==> src/rtl/rf_wport_sched.sv <==
// rf_wport_sched: arbitrates the single regfile write port between pipeline
// writeback and a 2-deep long-op result FIFO, with a busy-register scoreboard.
module rf_wport_sched (
   input  logic        clk,
   input  logic        rst,
   input  logic        wb_we,
   input  logic [4:0]  wb_waddr,
   input  logic [31:0] wb_wdata,
   input  logic        lop_issue,
   input  logic [4:0]  lop_rd,
   input  logic        lop_valid,
   input  logic [4:0]  lop_waddr,
   input  logic [31:0] lop_wdata,
   output logic        lop_ready,
   input  logic        id_re1,
   input  logic [4:0]  id_raddr1,
   input  logic        id_re2,
   input  logic [4:0]  id_raddr2,
   input  logic        id_we,
   input  logic [4:0]  id_waddr,
   output logic        id_stall,
   output logic        rf_we,
   output logic [4:0]  rf_waddr,
   output logic [31:0] rf_wdata
);

   typedef enum logic [1:0] {
      IDLE   = 2'd0,
      PEND   = 2'd1,
      STARVE = 2'd2
   } state_e;

   logic [1:0][4:0]  addr_q, addr_d;
   logic [1:0][31:0] data_q, data_d;
   logic             wptr_q, wptr_d;
   logic             rptr_q, rptr_d;
   logic [1:0]       count_q, count_d;
   logic [2:0]       age_q, age_d;
   logic [31:1]      busy_q, busy_d;
   state_e           state_q, state_d;

   logic             push;
   logic             pop;
   logic [4:0]       head_addr;
   logic [31:0]      head_data;
   logic [31:1]      clr_mask;
   logic [31:1]      set_mask;
   logic [31:0]      bp;

   // FIFO head and handshake qualifiers; nothing moves while in reset
   always_comb begin
      head_addr = addr_q[rptr_q];
      head_data = data_q[rptr_q];
      lop_ready = !rst && (count_q != 2'd2);
      push      = lop_valid && lop_ready;
      pop       = !rst && !wb_we && (count_q != 2'd0);
   end

   // FIFO storage, pointers and occupancy
   always_comb begin
      addr_d  = addr_q;
      data_d  = data_q;
      wptr_d  = wptr_q;
      rptr_d  = rptr_q;
      count_d = count_q;
      if (push) begin
         addr_d[wptr_q] = lop_waddr;
         data_d[wptr_q] = lop_wdata;
         wptr_d         = !wptr_q;
      end
      if (pop) begin
         rptr_d = !rptr_q;
      end
      case ({push, pop})
         2'b10:   count_d = count_q + 2'd1;
         2'b01:   count_d = count_q - 2'd1;
         default: count_d = count_q;
      endcase
   end

   // Write port grant: writeback has priority, FIFO head drains otherwise
   always_comb begin
      rf_we    = 1'b0;
      rf_waddr = 5'd0;
      rf_wdata = 32'd0;
      if (!rst && wb_we) begin
         rf_we    = 1'b1;
         rf_waddr = wb_waddr;
         rf_wdata = wb_wdata;
      end else if (pop) begin
         rf_we    = (head_addr != 5'd0);
         rf_waddr = head_addr;
         rf_wdata = head_data;
      end
   end

   // Scoreboard: clear on pop of the matching head, set on issue (set wins)
   always_comb begin
      clr_mask = '0;
      set_mask = '0;
      for (int i = 1; i < 32; i++) begin
         clr_mask[i] = pop && (head_addr == 5'(i));
         set_mask[i] = lop_issue && (lop_rd == 5'(i));
      end
      busy_d = (busy_q & ~clr_mask) | set_mask;
      bp     = {busy_q & ~clr_mask, 1'b0};
   end

   // Age of the head entry, saturating at 7
   always_comb begin
      if (pop || count_q == 2'd0) begin
         age_d = 3'd0;
      end else if (age_q == 3'd7) begin
         age_d = age_q;
      end else begin
         age_d = age_q + 3'd1;
      end
   end

   // Next-state logic; an empty FIFO always lands in IDLE
   always_comb begin
      state_d = state_q;
      unique case (state_q)
         IDLE:    if (push) state_d = PEND;
         PEND:    if (age_d == 3'd7) state_d = STARVE;
         STARVE:  if (pop) state_d = PEND;
         default: state_d = IDLE;
      endcase
      if (count_d == 2'd0) begin
         state_d = IDLE;
      end
   end

   // Stall request: hazards on pending long-op results, full FIFO, starvation
   always_comb begin
      id_stall = 1'b0;
      if (!rst) begin
         id_stall = (id_re1 && bp[id_raddr1])
                 || (id_re2 && bp[id_raddr2])
                 || (id_we  && bp[id_waddr])
                 || (count_q == 2'd2)
                 || (state_q == STARVE);
      end
   end

   // State register
   always_ff @(posedge clk or posedge rst) begin
      if (rst) begin
         addr_q  <= '0;
         data_q  <= '0;
         wptr_q  <= 1'b0;
         rptr_q  <= 1'b0;
         count_q <= 2'd0;
         age_q   <= 3'd0;
         busy_q  <= '0;
         state_q <= IDLE;
      end else begin
         addr_q  <= addr_d;
         data_q  <= data_d;
         wptr_q  <= wptr_d;
         rptr_q  <= rptr_d;
         count_q <= count_d;
         age_q   <= age_d;
         busy_q  <= busy_d;
         state_q <= state_d;
      end
   end

endmodule
==> config.mk <==
export PLATFORM = sky130hd
export DESIGN_NAME = rf_wport_sched
export DESIGN_NICKNAME = d
export VERILOG_FILES = /design/src/rtl/rf_wport_sched.sv
export SDC_FILE = /design/constraint.sdc
export NUM_CORES = 1
export LEC_CHECK = 0
export CAP_MARGIN = 20
export CORE_MARGIN = 2
export CORE_UTILIZATION = 35
export CTS_BUF_LIST = sky130_fd_sc_hd__clkbuf_8
export DETAILED_ROUTE_END_ITERATION = 8
export GPL_TIMING_DRIVEN = 0
export PLACE_DENSITY = 0.69
export SETUP_SLACK_MARGIN = 0.05
export SKIP_CTS_REPAIR_TIMING = 1
export SKIP_LAST_GASP = 1
export SYNTH_ARGS = -nofsm -noshare
export SYNTH_HDL_FRONTEND = slang
export SYNTH_SLANG_ARGS = --single-unit
==> constraint.sdc <==
create_clock -name clk -period 7.55 [get_ports clk]
set_clock_uncertainty 0.05 [all_clocks]
set_input_delay 1.1325 -clock clk [delete_from_list [all_inputs] [get_ports clk]]
set_output_delay 1.1325 -clock clk [all_outputs]
set_load 0.1 [all_outputs]
[Yosys cells after proc, flatten, opt, wreduce, memory -nomap -nowiden]
Cells that the tools add are included.
Cells by class
  eq/ne operators: 73
  magnitude comparators: 6
  reduce and logical (&&, ||, !) cells: 86
  bitwise operators: 3
  $add $sub $neg: 3
  muxes and demuxes: 31
Operators by type and width (count)
  equality test 5 bit, second input constant: 32
  two-way mux 32 bit: 5
  equality test 5 x 4 -> 1 bit, second input constant: 16
  logical AND 1 bit: 71
  bitwise mux 64 bit: 1
  equality test 5 x 3 -> 1 bit, second input constant: 8
  demux 32 bit (select 1 bit): 1
  bitwise AND 31 bit: 1
  inverter 31 bit: 1
  OR 31 bit: 1
  two-way mux 5 bit: 5
  equality test 5 x 2 -> 1 bit, second input constant: 4
  < comparator 5 x 6 -> 1 bit, second input constant: 3
  binary-select mux 1 bit (select 5 bit): 3
  bitwise mux 10 bit: 1
  equality test 5 x 1 -> 1 bit, second input constant: 2
  inequality test 3 bit, second input constant: 3
  two-way mux 2 bit: 4
  equality test 2 bit, second input constant: 3
  equality test 3 bit, second input constant: 2
  zero test 2 bit: 3
  two-way mux 1 bit: 6
  two-way mux 3 bit: 2
  case mux 2 bit (3 select lines): 1
  14 further kinds: 23
Storage, ports and cells
  bits in registers: 114
  logic and storage cells: 212

[Longest topological paths before layout]
  depth after elaboration: 14
  gate-level depth with buffers: 10
  mapped depth without buffers: 9

[Worst setup path before layout]
No wires, ideal clock.
  path type: input port to output port
  from: in rst
  to: out id_stall
  buffers on the path: 0
  cell stages on the path: 6
  arrival time: 5646 ps
  slack: 721 ps
  data required time: 6367 ps
  cell sequence: inv_1 nand2_1 or3b_2 or4_1 nand4_1 a221o_1
On the way
  word-level cells in the longest chain between the ends: 14
Ends and longest elaborated chain
  from (decl): RTL line 5  | input logic rst,
  zero test 1 bit (no line)
  logical AND 1 bit (2 in a row): RTL line 56  | pop = !rst && !wb_we && (count_q != 2'd0);
  logical AND 1 bit: RTL line 102  | clr_mask[i] = pop && (head_addr == 5'(i));
  inverter 31 bit: RTL line 106  | bp = {busy_q & ~clr_mask, 1'b0};
  bitwise AND 31 bit: RTL line 106
  binary-select mux 1 bit (select 5 bit) (on tied branches): RTL line 138, 139
  two-way mux 1 bit (on tied branches): RTL line 138, 139
  logical AND 1 bit (on tied branches): RTL line 138, 139
  logical OR 1 bit: RTL line 139  | || (id_re2 && bp[id_raddr2])
  logical OR 1 bit: RTL line 140  | || (id_we && bp[id_waddr])
  logical OR 1 bit: RTL line 141  | || (count_q == 2'd2)
  logical OR 1 bit: RTL line 142  | || (state_q == STARVE);
  two-way mux 1 bit (*): RTL line 137  | if (!rst) begin
  to (decl): RTL line 21  | output logic id_stall,
Every way passes the cells marked *; elsewhere a longest branch is shown, timed or not. The select of a mux whose other input is x is not followed.

[Worst setup path in the final report]
Same ends and word-level chain as after synthesis.

==> impl_table.tex <==
\begin{tabular}{lr}
\hline
Metric & Value \\
\hline
\multicolumn{2}{l}{\textbf{Outcome}} \\
\quad Run status & complete, no violations \\
\multicolumn{2}{l}{\textbf{Floorplanning}} \\
\quad Number of ports placed on the die boundary & 142 \\
\quad Total core area & 0.0180 mm² \\
\quad Total number of placement rows & 49 \\
\quad Initial Util & 35.9\% \\
\quad Die Footprint & 0.0196 mm² \\
\quad Die Wd & 140 µm \\
\quad Die extent in y & 140 µm \\
\multicolumn{2}{l}{\textbf{STA}} \\
\quad Final WS setup & 1210 ps \\
\quad Number of failing setup endpoints in the final timing report & 0 \\
\quad Min Tclk post-route & 6340 ps \\
\quad Accumulated negative setup slack & 0 ps \\
\quad Slew @ Worst Pin & 1020 ps \\
\quad Period Utilization, post-route & 84.0\% \\
\quad Hold Violations, Final & 0 \\
\quad Max\_slew headroom & 31.9\% \\
\quad Setup repair after global routing missed its margin & false \\
\quad Top achievable clock speed & 0.158 GHz \\
\quad Final-report max-slew violation count & 0 \\
\multicolumn{2}{l}{\textbf{Routing}} \\
\quad DRT Pass-1 Iters & 6 \\
\quad Antenna Violating Nets Remaining & 0 \\
\quad Routed length per instance & 17.6 µm \\
\quad Routed wire length & 17800 µm \\
\quad Via/cell ratio & 5.38 \\
\quad DRC violation total after the first TritonRoute iteration & 359 \\
\quad Detailed-route via count & 5441 \\
\quad Drc violations & 0 \\
\multicolumn{2}{l}{\textbf{Setup path}} \\
\quad Critical Path Source Type & input pin \\
\quad Cell with the largest stage delay on the worst path & clkdlybuf4s50\_1 \\
\quad Largest stage delay, worst path & 1130 ps \\
\quad Cells along the critical path & clkdlybuf4s50\_1 > inv\_6 > buf\_16 > nand2\_1 > or3b\_2 > or4\_1 > nand4\_1 > a221o\_1 > clkdlybuf4s50\_1 \\
\quad Crit-path max FO & 94 \\
\quad Crit path capture type & output port \\
\quad Critical Path RT & 6370 ps \\
\quad WS Path Type & in2out \\
\quad Cell repeated most along the worst path & clkdlybuf4s50\_1 \\
\quad WP data arrival & 5160 ps \\
\multicolumn{2}{l}{\textbf{Layout}} \\
\quad Count of fill cells added during filler insertion & 1726 \\
\quad Final Non-Filler Cells & 1011 \\
\quad Nets & 873 \\
\quad Proportion of layout cells with a drive suffix above 1 & 18.3\% \\
\quad Count of antenna diodes in the layout & 0 \\
\quad Final cell area excluding filler cells & 0.00849 mm² \\
\quad Synth-to-Final Area Change & 31.4\% \\
\quad FF/Latch Area & 0.00285 mm² \\
\quad Multi-input gate area in the final layout & 0.00342 mm² \\
\multicolumn{2}{l}{\textbf{Synth}} \\
\quad Area contributors post-synth & dfrtp\_1 44\%, mux2\_2 14\%, mux2i\_1 7.3\% \\
\quad Post-synthesis sequential area ratio & 44.1\% \\
\quad Proportion of synthesized flip-flops having asynchronous set or reset & 100\% \\
\quad Mapped cell area & 0.00646 mm² \\
\quad Cells after Synth & 614 \\
\quad Flops \& latches, synth & 114 \\
\quad Net count after synthesis & 718 \\
\quad Library cells used by synthesis & 69 \\
\quad Count of synthesis-stage warnings from yosys & 0 \\
\quad Cell taking the most area after synthesis & dfrtp\_1 \\
\quad Average cell area after synthesis & 10.5 µm² \\
\quad EDFF count, synth & 0 \\
\quad Top cell type's share of synthesized area & 44.1\% \\
\quad Most used DFF post-synth & dfrtp\_1 \\
\multicolumn{2}{l}{\textbf{Flow run}} \\
\quad Maxcap violations & 0 \\
\multicolumn{2}{l}{\textbf{Clock network}} \\
\quad Clock latency of the later-clocked register in the worst-skew pair & 440 ps \\
\quad Total number of clock tree sinks & 114 \\
\quad Number of buffers created by CTS & 17 \\
\quad Maximum buffer depth of the clock tree & 2 \\
\quad Clock transition at path regs & 70 ps \\
\quad Clock root buffer & clkbuf\_8 \\
\quad H-tree Lvls & 4 \\
\quad TritonCTS clock tree & yes \\
\multicolumn{2}{l}{\textbf{Global routing}} \\
\quad Number of global-route vias before repair & 5350 \\
\quad Initial antenna violation count & 0 \\
\quad Combined global-route utilization of all metal layers & 18.1\% \\
\quad Pin count of the biggest net entering global routing & 95 \\
\quad GR Overflow Total & 0 \\
\quad Global-route wire length before repair & 28100 µm \\
\multicolumn{2}{l}{\textbf{Power}} \\
\quad Design Power & 3.20 mW \\
\quad Total power density per cell area & 377 mW/mm² \\
\quad Psw & 1.41 mW \\
\quad Leakage power total & 3.34 nW \\
\quad Part of the total power dissipated in combinational logic & 50.2\% \\
\quad Peak supply drop & 0.209 mV \\
\quad Switching portion of total power & 44.1\% \\
\quad Part of the power in the clock network & 15.9\% \\
\quad Internal cell power & 1.79 mW \\
\quad Sequential group share of total power & 33.9\% \\
\multicolumn{2}{l}{\textbf{Hold path}} \\
\quad Hold WC Path Type & reg2reg \\
\multicolumn{2}{l}{\textbf{Place}} \\
\quad Buffers on Ports & 135 \\
\quad Instance area at placement & 0.00813 mm² \\
\quad Worst slack, placed & 1230 ps \\
\quad Routability Congestion & 0.898 \\
\quad HPWL reported at the end of detailed placement & 13500 µm \\
\quad Post-placement cell count & 979 \\
\hline
\end{tabular}
synth_stat cells (4+ instances only):
cell         n
o2111ai_1    4
dfrtp_1    114
clkbuf_1    24
inv_1       10
nor2b_1     10
nor3b_1      4
mux2i_1     47
o21ai_2      4
a2111oi_0    4
xnor2_1      5
o2111ai_2    5
nor3_1       5
nand4_1      4
o211ai_1     7
nand2b_1    10
a31oi_4      4
nor2_1      30
mux2_2      78
o21ai_0     78
nand3_1      9
nand2_1     64
o21ai_1     18
power groups by stage:
stage	sequential, mW	combinational (mW)	clock [mW]
final	1.08	1.61	0.507
after global routing	1.12	1.72	0.549
after CTS	1.08	1.61	0.519
after detailed placement	1.09	1.61	0
after global placement	1.08	1.59	0
after floorplan	1.05	1.24	0
layout make-up:
type	instances	area share [%]
buffer	32	1.77
clock buffer	18	2.92
clock inverter	14	1.28
inverter	11	0.545
multi-input combinational	457	40.3
sequential	114	33.6
tap	229	3.37
timing repair buffer	136	16.2
per-stage QoR:
| stage | utilization (%) | hold slack (ps) |
|---|---|---|
| 3_3_place_gp | 44.9 | 431 |
| 5_1_grt | 47.1 | 465 |
| 2_1_floorplan | - | 408 |
| 6_report | 47.1 | 443 |
| 3_5_place_dp | 45.1 | 429 |
| 4_1_cts | 47.1 | 443 |
critical path: cells and delay by family:
| family | cells | cell delay, ps |
|---|---|---|
| buffers and inverters | 4 | 2590 |
| AND/OR/NAND/NOR | 4 | 1310 |
| AO/OA/AOI/OAI | 1 | 110 |
registers in the layout, summed over array words and instances (netlist names):
signal   cells
rptr_q       1
age_q        3
addr_q      10
count_q      2
data_q      64
busy_q      31
state_q      2
wptr_q       1
per-layer routing:
layer | share of wire (%) | GRT usage [%] | wire (µm)
met4 | 1.7 | 5.42 | 301
met1 | 44 | 24.2 | 7870
met2 | 50 | 29.9 | 8820
met5 | 0 | 0 | 0
met3 | 4.4 | 3.42 | 786
cells in the final DEF (no fill, tap or decap), drive strengths merged, types with 6 or more instances in the layout:
cell	synthesis	final
clkdlybuf4s50	0	135
dfrtp	114	114
nand3	9	9
nor3b	6	6
inv	11	14
clkinv	0	6
nor3	6	6
o2111ai	9	9
nand2b	10	10
nand2	64	64
nor2b	10	10
clkbuf	24	42
o211ai	7	7
buf	8	9
mux2i	48	48
mux2	78	78
o21ai	100	100
nor2	31	31
cells by family (layout without fill, tap and decap cells):
kind of cell	Yosys count	in the layout	synth area share [%]
adder cells (fa/ha/maj)	2	2	0.387
buffers and inverters	43	211	2.96
flip-flops	114	114	44.1
XOR/XNOR	6	6	0.813
AO/OA/AOI/OAI	158	158	16.8
multiplexers	129	129	22.3
AND/OR/NAND/NOR	162	162	12.6
worst paths after layout:
kind | startpoint | end | slack (ps) | depth (start not counted)
max | rst | id_stall | 1210 | 9
max in group asynchronous | rst | data_q[34] | 5420 | 3
max reg2reg | count_q[1] | data_q[25] | 4820 | 6
min reg2reg | count_q[1] | count_q[1] | 440 | 1
min | count_q[1] | count_q[1] | 440 | 1
min in group asynchronous | rst | state_q[0] | 1310 | 2
No activity file was read; power rests on OpenSTA's default activity.
